[src/rtl/keypad_calc_pkg.sv]
// Shared types and key codes for the keypad BCD calculator.
package keypad_calc_pkg;
  typedef enum logic [2:0] {
    ST_ENTER_A = 3'd0,
    ST_ENTER_B = 3'd1,
    ST_COMPARE = 3'd2,
    ST_CALC    = 3'd3,
    ST_RESULT  = 3'd4,
    ST_ERROR   = 3'd5
  } state_t;

  typedef enum logic {
    OP_ADD = 1'b0,
    OP_SUB = 1'b1
  } op_t;

  localparam logic [3:0] KEY_ADD   = 4'hA;
  localparam logic [3:0] KEY_SUB   = 4'hB;
  localparam logic [3:0] KEY_CLR   = 4'hC;
  localparam logic [3:0] KEY_EQ    = 4'hD;
  localparam logic [3:0] BCD_BLANK = 4'hF;
endpackage

[src/rtl/bcd_digit_addsub.sv]
// Combinational single BCD digit adder/subtractor with carry/borrow.
module bcd_digit_addsub (
  input  logic [3:0] a,
  input  logic [3:0] b,
  input  logic       cin,
  input  logic       sub,
  output logic [3:0] s,
  output logic       cout
);
  logic [4:0] sum;
  logic [4:0] diff;

  always_comb begin
    sum  = {1'b0, a} + {1'b0, b} + {4'b0, cin};
    diff = {1'b0, a} - {1'b0, b} - {4'b0, cin};
    s    = 4'd0;
    cout = 1'b0;
    if (sub) begin
      // diff[4] is the borrow; adding 10 mod 16 restores the BCD digit
      if (diff[4]) begin
        s    = diff[3:0] + 4'd10;
        cout = 1'b1;
      end else begin
        s = diff[3:0];
      end
    end else begin
      if (sum > 5'd9) begin
        s    = 4'(sum - 5'd10);
        cout = 1'b1;
      end else begin
        s = sum[3:0];
      end
    end
  end
endmodule

[src/rtl/keypad_bcd_calc.sv]
// Keypad-driven N-digit BCD add/subtract calculator with digit-serial datapath.
module keypad_bcd_calc
  import keypad_calc_pkg::*;
#(
  parameter int N_DIGITS = 3
) (
  input  logic                  clk,
  input  logic                  rst,
  input  logic                  key_valid,
  input  logic [3:0]            key_code,
  output logic [4*N_DIGITS-1:0] disp_bcd,
  output logic                  neg,
  output logic                  overflow,
  output logic                  busy,
  output logic                  done,
  output logic                  key_drop
);
  localparam int W  = 4 * N_DIGITS;
  localparam int IW = (N_DIGITS > 1) ? $clog2(N_DIGITS) : 1;

  state_t        state;
  op_t           op;
  logic [W-1:0]  a, b, r;
  logic [IW-1:0] idx;
  logic          carry;
  logic [3:0]    s;
  logic          cout;

  // Operands shift right each CALC cycle so digit 0 is always the live digit
  bcd_digit_addsub u_digit (
    .a    (a[3:0]),
    .b    (b[3:0]),
    .cin  (carry),
    .sub  (op == OP_SUB),
    .s    (s),
    .cout (cout)
  );

  logic         is_digit, is_op, is_clr, is_eq, a_full, b_full, last;
  op_t          key_op;
  logic [W-1:0] a_shift, b_shift, r_next, key_word;

  always_comb begin
    is_digit = key_code <= 4'd9;
    is_op    = (key_code == KEY_ADD) || (key_code == KEY_SUB);
    is_clr   = key_valid && (key_code == KEY_CLR);
    is_eq    = key_code == KEY_EQ;
    key_op   = (key_code == KEY_SUB) ? OP_SUB : OP_ADD;
    key_word = W'(key_code);
    a_full   = a[W-1 -: 4] != 4'd0;
    b_full   = b[W-1 -: 4] != 4'd0;
    a_shift  = (a << 4) | key_word;
    b_shift  = (b << 4) | key_word;
    r_next   = (r >> 4) | (W'(s) << (W - 4));
    last     = idx == IW'(N_DIGITS - 1);
  end

  always_ff @(posedge clk) begin
    if (rst) begin
      state    <= ST_ENTER_A;
      op       <= OP_ADD;
      a        <= '0;
      b        <= '0;
      r        <= '0;
      idx      <= '0;
      carry    <= 1'b0;
      disp_bcd <= '0;
      neg      <= 1'b0;
      overflow <= 1'b0;
      busy     <= 1'b0;
      done     <= 1'b0;
      key_drop <= 1'b0;
    end else begin
      done     <= 1'b0;
      key_drop <= 1'b0;
      if (is_clr) begin
        a        <= '0;
        b        <= '0;
        r        <= '0;
        neg      <= 1'b0;
        overflow <= 1'b0;
        busy     <= 1'b0;
        disp_bcd <= '0;
        state    <= ST_ENTER_A;
      end else begin
        case (state)
          ST_ENTER_A: if (key_valid) begin
            if (is_digit) begin
              if (a_full) key_drop <= 1'b1;
              else begin
                a        <= a_shift;
                disp_bcd <= a_shift;
              end
            end else if (is_op) begin
              op       <= key_op;
              b        <= '0;
              disp_bcd <= '0;
              state    <= ST_ENTER_B;
            end
          end
          ST_ENTER_B: if (key_valid) begin
            if (is_digit) begin
              if (b_full) key_drop <= 1'b1;
              else begin
                b        <= b_shift;
                disp_bcd <= b_shift;
              end
            end else if (is_op) begin
              op <= key_op;
            end else if (is_eq) begin
              busy  <= 1'b1;
              state <= ST_COMPARE;
            end
          end
          ST_COMPARE: begin
            if (key_valid) key_drop <= 1'b1;
            if (op == OP_SUB && a < b) begin
              a   <= b;
              b   <= a;
              neg <= 1'b1;
            end else begin
              neg <= 1'b0;
            end
            idx   <= '0;
            carry <= 1'b0;
            state <= ST_CALC;
          end
          ST_CALC: begin
            if (key_valid) key_drop <= 1'b1;
            a     <= a >> 4;
            b     <= b >> 4;
            r     <= r_next;
            carry <= cout;
            idx   <= idx + IW'(1);
            if (last) begin
              busy <= 1'b0;
              done <= 1'b1;
              if (op == OP_ADD && cout) begin
                overflow <= 1'b1;
                disp_bcd <= {N_DIGITS{BCD_BLANK}};
                state    <= ST_ERROR;
              end else begin
                disp_bcd <= r_next;
                state    <= ST_RESULT;
              end
            end
          end
          ST_RESULT: if (key_valid) begin
            if (is_digit) begin
              a        <= key_word;
              b        <= '0;
              neg      <= 1'b0;
              disp_bcd <= key_word;
              state    <= ST_ENTER_A;
            end else if (is_op) begin
              // A negative result cannot seed a chained operation
              if (neg) key_drop <= 1'b1;
              else begin
                a        <= r;
                b        <= '0;
                op       <= key_op;
                disp_bcd <= '0;
                state    <= ST_ENTER_B;
              end
            end
          end
          ST_ERROR: if (key_valid) key_drop <= 1'b1;
          default: state <= ST_ENTER_A;
        endcase
      end
    end
  end
endmodule

[config.mk]
export PLATFORM = sky130hd
export DESIGN_NAME = keypad_bcd_calc
export DESIGN_NICKNAME = d
export VERILOG_FILES = /design/src/rtl/keypad_calc_pkg.sv /design/src/rtl/bcd_digit_addsub.sv /design/src/rtl/keypad_bcd_calc.sv
export SDC_FILE = /design/constraint.sdc
export NUM_CORES = 1
export LEC_CHECK = 0
export CORE_ASPECT_RATIO = 0.9
export CORE_MARGIN = 2
export CORE_UTILIZATION = 45
export DETAILED_ROUTE_END_ITERATION = 8
export PLACE_DENSITY = 0.65
export SLEW_MARGIN = 10
export SYNTH_ARGS = -nofsm -noshare
export SYNTH_HDL_FRONTEND = slang
export SYNTH_SLANG_ARGS = --single-unit
[constraint.sdc]
create_clock -name clk -period 4.2 [get_ports clk]
set_clock_uncertainty 0.05 [all_clocks]
set_input_delay 0.84 -clock clk [delete_from_list [all_inputs] [get_ports clk]]
set_output_delay 0.84 -clock clk [all_outputs]
set_load 0.1 [all_outputs]
==> impl_metrics.ini, run 1 <==
[synth]
syn_nets = 545
synth_xor_xnor_area_share_pct = 1.98
synth.avg_cell_area_um2 = 7.83
synth_top_cells_by_count = 68 x nand2_1, 60 x dfxtp_1, 47 x a21oi_1, 32 x o21ai_0, 30 x nor2_1
ys_ff_latch = 60
synthDistinctLibCells = 54
synth_top_family_by_area = compound AO/OA/AOI/OAI gates
yosysWarnings = 0
yosys.area.top_type = dfxtp_1
post-synth-top-count-cell = nand2_1
synthMuxAreaShare_pct = 2.86
syn-cell-area_um2 = 3990
synth_top_area_share_pct = 30.1
synth-compound-area-share_pct = 28.6
syn_inst = 509
ys_seq_area_share_pct = 30.1
synthAdderAreaFrac_pct = 9.86
synth_ff_type = dfxtp_1
synthSimpleGateAreaFrac_pct = 19.1
synth_edf_count = 0
yosys-top-cells-area = dfxtp_1 30%, ha_1 7.8%, nand2_1 6.4%
synth-async-reset-ratio_pct = 0

[sta]
max_freq_mhz = 302
slew_headroom_pct = 30.4
hold_ws_ps = 415
tightest_slew_ps = 1040
post-route-period-util_pct = 78.8
tns_ps = 0
maxSlewViolCount = 0
grt_setup_unrepaired = no
fin_ws_ps = 889
fin_crit_ps = 3310
setup-violations-final = 0
finalHoldViolCount = 0

[floorplan]
die_x_um = 103
die_area_um2 = 9630
ios = 24
initial_utilization_pct = 46.5
num_rows = 32
chipHeight_um = 93.3
core-area_um2 = 8570

[worst_setup_path]
r2r_setup_slack_ps = 890
critical-path-slowest-cell = fa_1
critPathMaxFanout = 6
max_stage_delay_ps = 480
critPathBufInv = 0
required_ps = 4430
critPathLaunchType = flop
worstRegToRegCells = 10
cp-end-kind = flop
critPathKind = flop to flop
crit_chain = fa_1 -> fa_1 -> xor2_1 -> ha_1 -> nand2_1 -> a32o_1 -> o21a_1 -> nor3_1 -> nor4_1 -> nor3_1
worstReg2RegEnd = state[0]$_SDFFE_PP0P_
r2r-start = a[0]$_SDFFE_PP0P_
worst_ep_arrival_time_ps = 3540
cpLargestDelayFamily = adder cells

[clock_network]
cts_buffer_depth = 2
ctsHoldBuffers = 0
clkLatencyLatePin_ps = 360
cts_num_sinks = 60
clk_transition_reported_paths_ps = 80
clockRootBuffer = clkbuf_8
cts_tree = done
cts_setup_buffers = 0
htreeDepth = 3
cts_buffers = 9
post_cts_resized = 0

[pwr]
clockPowerShare_pct = 34.8
switchingPower_w = 0.000523
p_seq_share_pct = 42.8
intPower_w = 0.000912
power.share.combinational_pct = 22.3
max-vdd-ir-drop_mv = 0.219
power_density_nw_per_um2 = 325
leakage_nw = 1.57
p_sw_share_pct = 36.4

[run_status]
status = finished, final reports clean

[route]
drt_wl_total_mm = 12.5
viasPerCell = 6.13
drc_errors = 0
first_pass_iters = 6
vias = 3903
ant_nets = 0
initialDrtViolationCount = 457
routedWlPerCell_um = 19.6

[place]
place_hpwl_mm = 8.98
pre_cts_ws_ps = 680
routabilityCongestion = 0.975
port_buffers = 23
dp.cells = 621

[worst_hold_path]
hold_path_class = flop to flop
hold_start = r[3]$_SDFFE_PP0P_
whs_endpoint = r[3]$_SDFFE_PP0P_
hold_path_depth = 2

[layout]
final_cells = 637
area_growth_syn_to_layout_pct = 10.9
antenna_cells = 0
utilization_pct = 51.6
drive_gt1_share_pct = 8.11
fin_nets = 549

[global_routing]
grt_pass1_wl_mm = 19.8
grt_overflow = 0
grt_max_degree = 34
antenna_found_initial = 0
grtUsageTotal_pct = 27.3
grt_pass1_vias = 3601

[flow_run]
drv_cap = 0
how the worst max path moves through the flow:
stage / startpoint / end / slack [ps] / depth (start not counted)
after floorplan: a[0]$_SDFFE_PP0P_ / disp_bcd[10]$_SDFFE_PP0P_ / 1280 / 10
after detailed placement: key_code[2] / b[9]$_SDFFE_PP0P_ / 680 / 7
after global routing: a[0]$_SDFFE_PP0P_ / state[0]$_SDFFE_PP0P_ / 650 / 10
after CTS: a[0]$_SDFFE_PP0P_ / state[0]$_SDFFE_PP0P_ / 890 / 10
after global placement: key_code[2] / a[2]$_SDFFE_PP0P_ / 840 / 8
final: a[0]$_SDFFE_PP0P_ / state[0]$_SDFFE_PP0P_ / 890 / 10
power by group through the flow:
stage | Clock [W] | Sequential (W) | Combinational [W]
floorplan | 0 | 0.000698 | 0.000169
global placement | 0 | 0.000627 | 0.000313
detailed placement | 0 | 0.000627 | 0.000316
CTS | 0.000503 | 0.000614 | 0.000318
global route | 0.000532 | 0.000617 | 0.000346
finish | 0.000500 | 0.000614 | 0.000321
routing by layer:
layer | wire [um] | share of wire, % | GRT usage (%) | vias to the layer above
met3 | 1050 | 8.4 | 7.62 | 28
met5 | 0 | 0 | 0 | -
li1 | - | - | - | 1853
met1 | 5580 | 45 | 38.3 | 1842
met2 | 5570 | 45 | 40.7 | 180
met4 | 251 | 2.0 | 8.00 | 0
placed cells by master (no fill, tap or decap), drive strengths merged, types with 6 or more instances in the layout:
cell / count
nand2: 68
clkdlybuf4s50: 23
a211oi: 15
nor2b: 9
mux2i: 8
nor3: 19
o22ai: 7
o31ai: 10
nor2: 30
ha: 25
o21ai: 33
a21o: 7
o211ai: 7
clkbuf: 9
buf: 10
inv: 28
dfxtp: 60
nand2b: 8
a21oi: 47
nand3: 7
xnor2: 6
a22oi: 19
sequential cells by signal, indices dropped and copies added (netlist names):
| register | flops |
|---|---|
| a | 12 |
| b | 12 |
| busy | 1 |
| carry | 1 |
| disp_bcd | 12 |
| done | 1 |
| idx | 2 |
| key_drop | 1 |
| neg | 1 |
| op | 1 |
| overflow | 1 |
| r | 12 |
| state | 3 |
worst register-to-register path: cells and delay by family (launching register included):
family | cells | cell delay [ps]
flip-flops | 1 | 400
adder cells (fa/ha/maj) | 3 | 1100
AND/OR/NAND/NOR | 4 | 840
AO/OA/AOI/OAI | 2 | 490
XOR/XNOR | 1 | 360
kinds of logic after synthesis:
family                   Yosys count
AND/OR/NAND/NOR                  162
adder cells (fa/ha/maj)           29
flip-flops                        60
AO/OA/AOI/OAI                    173
multiplexers                      11
XOR/XNOR                           9
buffers and inverters             65
layout make-up:
cell class / count / area, um^2
Clock buffer: 9 / 124
Clock inverter: 7 / 58.8
Fill cell: 855 / 4150
Inverter: 25 / 93.8
Multi-Input combinational cell: 384 / 2490
Sequential cell: 60 / 1200
Tap cell: 119 / 149
Timing Repair Buffer: 33 / 305
through the flow:
stage / instance area [um^2] / power (W)
2_1_floorplan: 3990 / 0.000867
3_3_place_gp: 4240 / 0.000939
3_5_place_dp: 4240 / 0.000944
4_1_cts: 4420 / 0.00144
5_1_grt: 4420 / 0.00149
6_report: 4420 / 0.00143
Power figures use the tool's default switching activity.
==> inputs of run 2 (changes only) <==
- clock period: 4.2 -> 3.5 ns (I/O delays scaled with it)
==> impl_metrics.ini, run 2 (same netlist as run 1, synthesis figures left out) <==
[worst_setup_path]
crit_path_frequent_cell = fa_1
critPathKind = flop to flop
crit_chain = fa_1 -> fa_1 -> xor2_1 -> ha_1 -> nand2_1 -> a32o_1 -> o21a_1 -> o31a_4 -> a21o_1 -> a21oi_1
critPathMaxFanout = 12
required_ps = 3740
critPathLaunchType = flop
worst_ep_arrival_time_ps = 3480
critical-path-slowest-cell = fa_1
cp-end-kind = flop
max_stage_delay_ps = 470

[pwr]
finalPower_w = 0.00170
p_sw_share_pct = 35.5
clockPowerShare_pct = 33.3
p_seq_share_pct = 43.1
leakage_nw = 1.63
power.share.combinational_pct = 23.6
switchingPower_w = 0.000605
intPower_w = 0.00110
max-vdd-ir-drop_mv = 0.239
power_density_nw_per_um2 = 379

[sta]
maxSlewViolCount = 0
max_freq_mhz = 309
grt_setup_unrepaired = no
fin_crit_ps = 3240
fin_ws_ps = 260
tightest_slew_ps = 999
post-route-period-util_pct = 92.6
finalHoldViolCount = 0
slew_headroom_pct = 33.2
hold_ws_ps = 413
tns_ps = 0
setup-violations-final = 0

[clock_network]
htreeDepth = 3
cts_setup_buffers = 0
cts_tree = done
post_cts_resized = 0
cts_buffers = 9
clk_transition_reported_paths_ps = 80
clockRootBuffer = clkbuf_8
cts_buffer_depth = 2
ctsHoldBuffers = 0
cts_num_sinks = 60
clkLatencyLatePin_ps = 350

[layout]
layout.cells.most_common = nand2_1
final_cells = 647
area_growth_syn_to_layout_pct = 12.8
layout_common_cells = 68 x nand2_1, 60 x dfxtp_1, 47 x a21oi_1
fin_nets = 559
antenna_cells = 0
nFillCells = 857
drive_gt1_share_pct = 10.0

[place]
dp.cells = 631
place_hpwl_mm = 8.97
routabilityCongestion = 0.889
pre_cts_ws_ps = 274
port_buffers = 23

[global_routing]
grt_overflow = 0
grtUsageTotal_pct = 27.0
antenna_found_initial = 0
grt_max_degree = 51
grt_pass1_vias = 3623
grt_pass1_wl_mm = 19.6

[route]
routedWlPerCell_um = 18.9
viasPerCell = 6.10
vias = 3949
ant_nets = 0
first_pass_iters = 6
initialDrtViolationCount = 381
drc_errors = 0
drt_wl_total_mm = 12.2

[floorplan]
chipHeight_um = 93.3
die_area_um2 = 9630
die_x_um = 103
ios = 24
num_rows = 32
initial_utilization_pct = 46.5
core-area_um2 = 8570

[run_status]
status = finished, final reports clean

[worst_hold_path]
hold_path_class = flop to flop

[flow_run]
drv_cap = 0
[run 2: final timing paths]
check                                  startpoint                         to  slack, ps  cells past startpoint
worst max-delay path            a[0]$_SDFFE_PP0P_  disp_bcd[10]$_SDFFE_PP0P_        260                     10
worst max register to register  a[0]$_SDFFE_PP0P_  disp_bcd[10]$_SDFFE_PP0P_        260                     10
worst min-delay path            r[0]$_SDFFE_PP0P_          r[0]$_SDFFE_PP0P_        410                      2
worst min register to register  r[0]$_SDFFE_PP0P_          r[0]$_SDFFE_PP0P_        410                      2
[run 2: critical path: cells and delay by family (launching register included)]
family	cells	cell delay, ps
fa+ha+maj	3	1090
xor+xnor	1	380
flops	1	400
compound gates	5	1200
simple gates	1	50
[run 2: cell type report]
class                      count  area, um^2  area share [%]
clock buffer                   9         124            2.76
clock inverter                 7        51.3            1.14
inverter                      25        93.8            2.09
multi-input combinational    384        2490            55.3
sequential                    60        1200            26.7
tap                          119         149            3.31
timing repair buffer          43         390            8.68
[run 2: per-stage QoR]
step | area, um^2 | util, %
after floorplan | 3990 | -
after global placement | 4320 | 50.4
after detailed placement | 4320 | 50.4
after CTS | 4500 | 52.5
after global routing | 4500 | 52.5
final | 4500 | 52.5
[run 2: power groups by stage]
stage               Clock [W]  Combinational (W)  Sequential, W
finish               0.000567           0.000402       0.000733
global placement            0           0.000394       0.000748
CTS                  0.000577           0.000399       0.000733
global route         0.000608           0.000432       0.000737
floorplan                   0           0.000203       0.000837
detailed placement          0           0.000398       0.000749
[run 2: routing by layer]
metal,track usage (%),vias up,wire (um)
met5,0,-,0
met4,8.66,0,246
met3,5.90,21,1050
met2,39.8,176,5360
met1,39.1,1882,5540
li1,-,1870,-
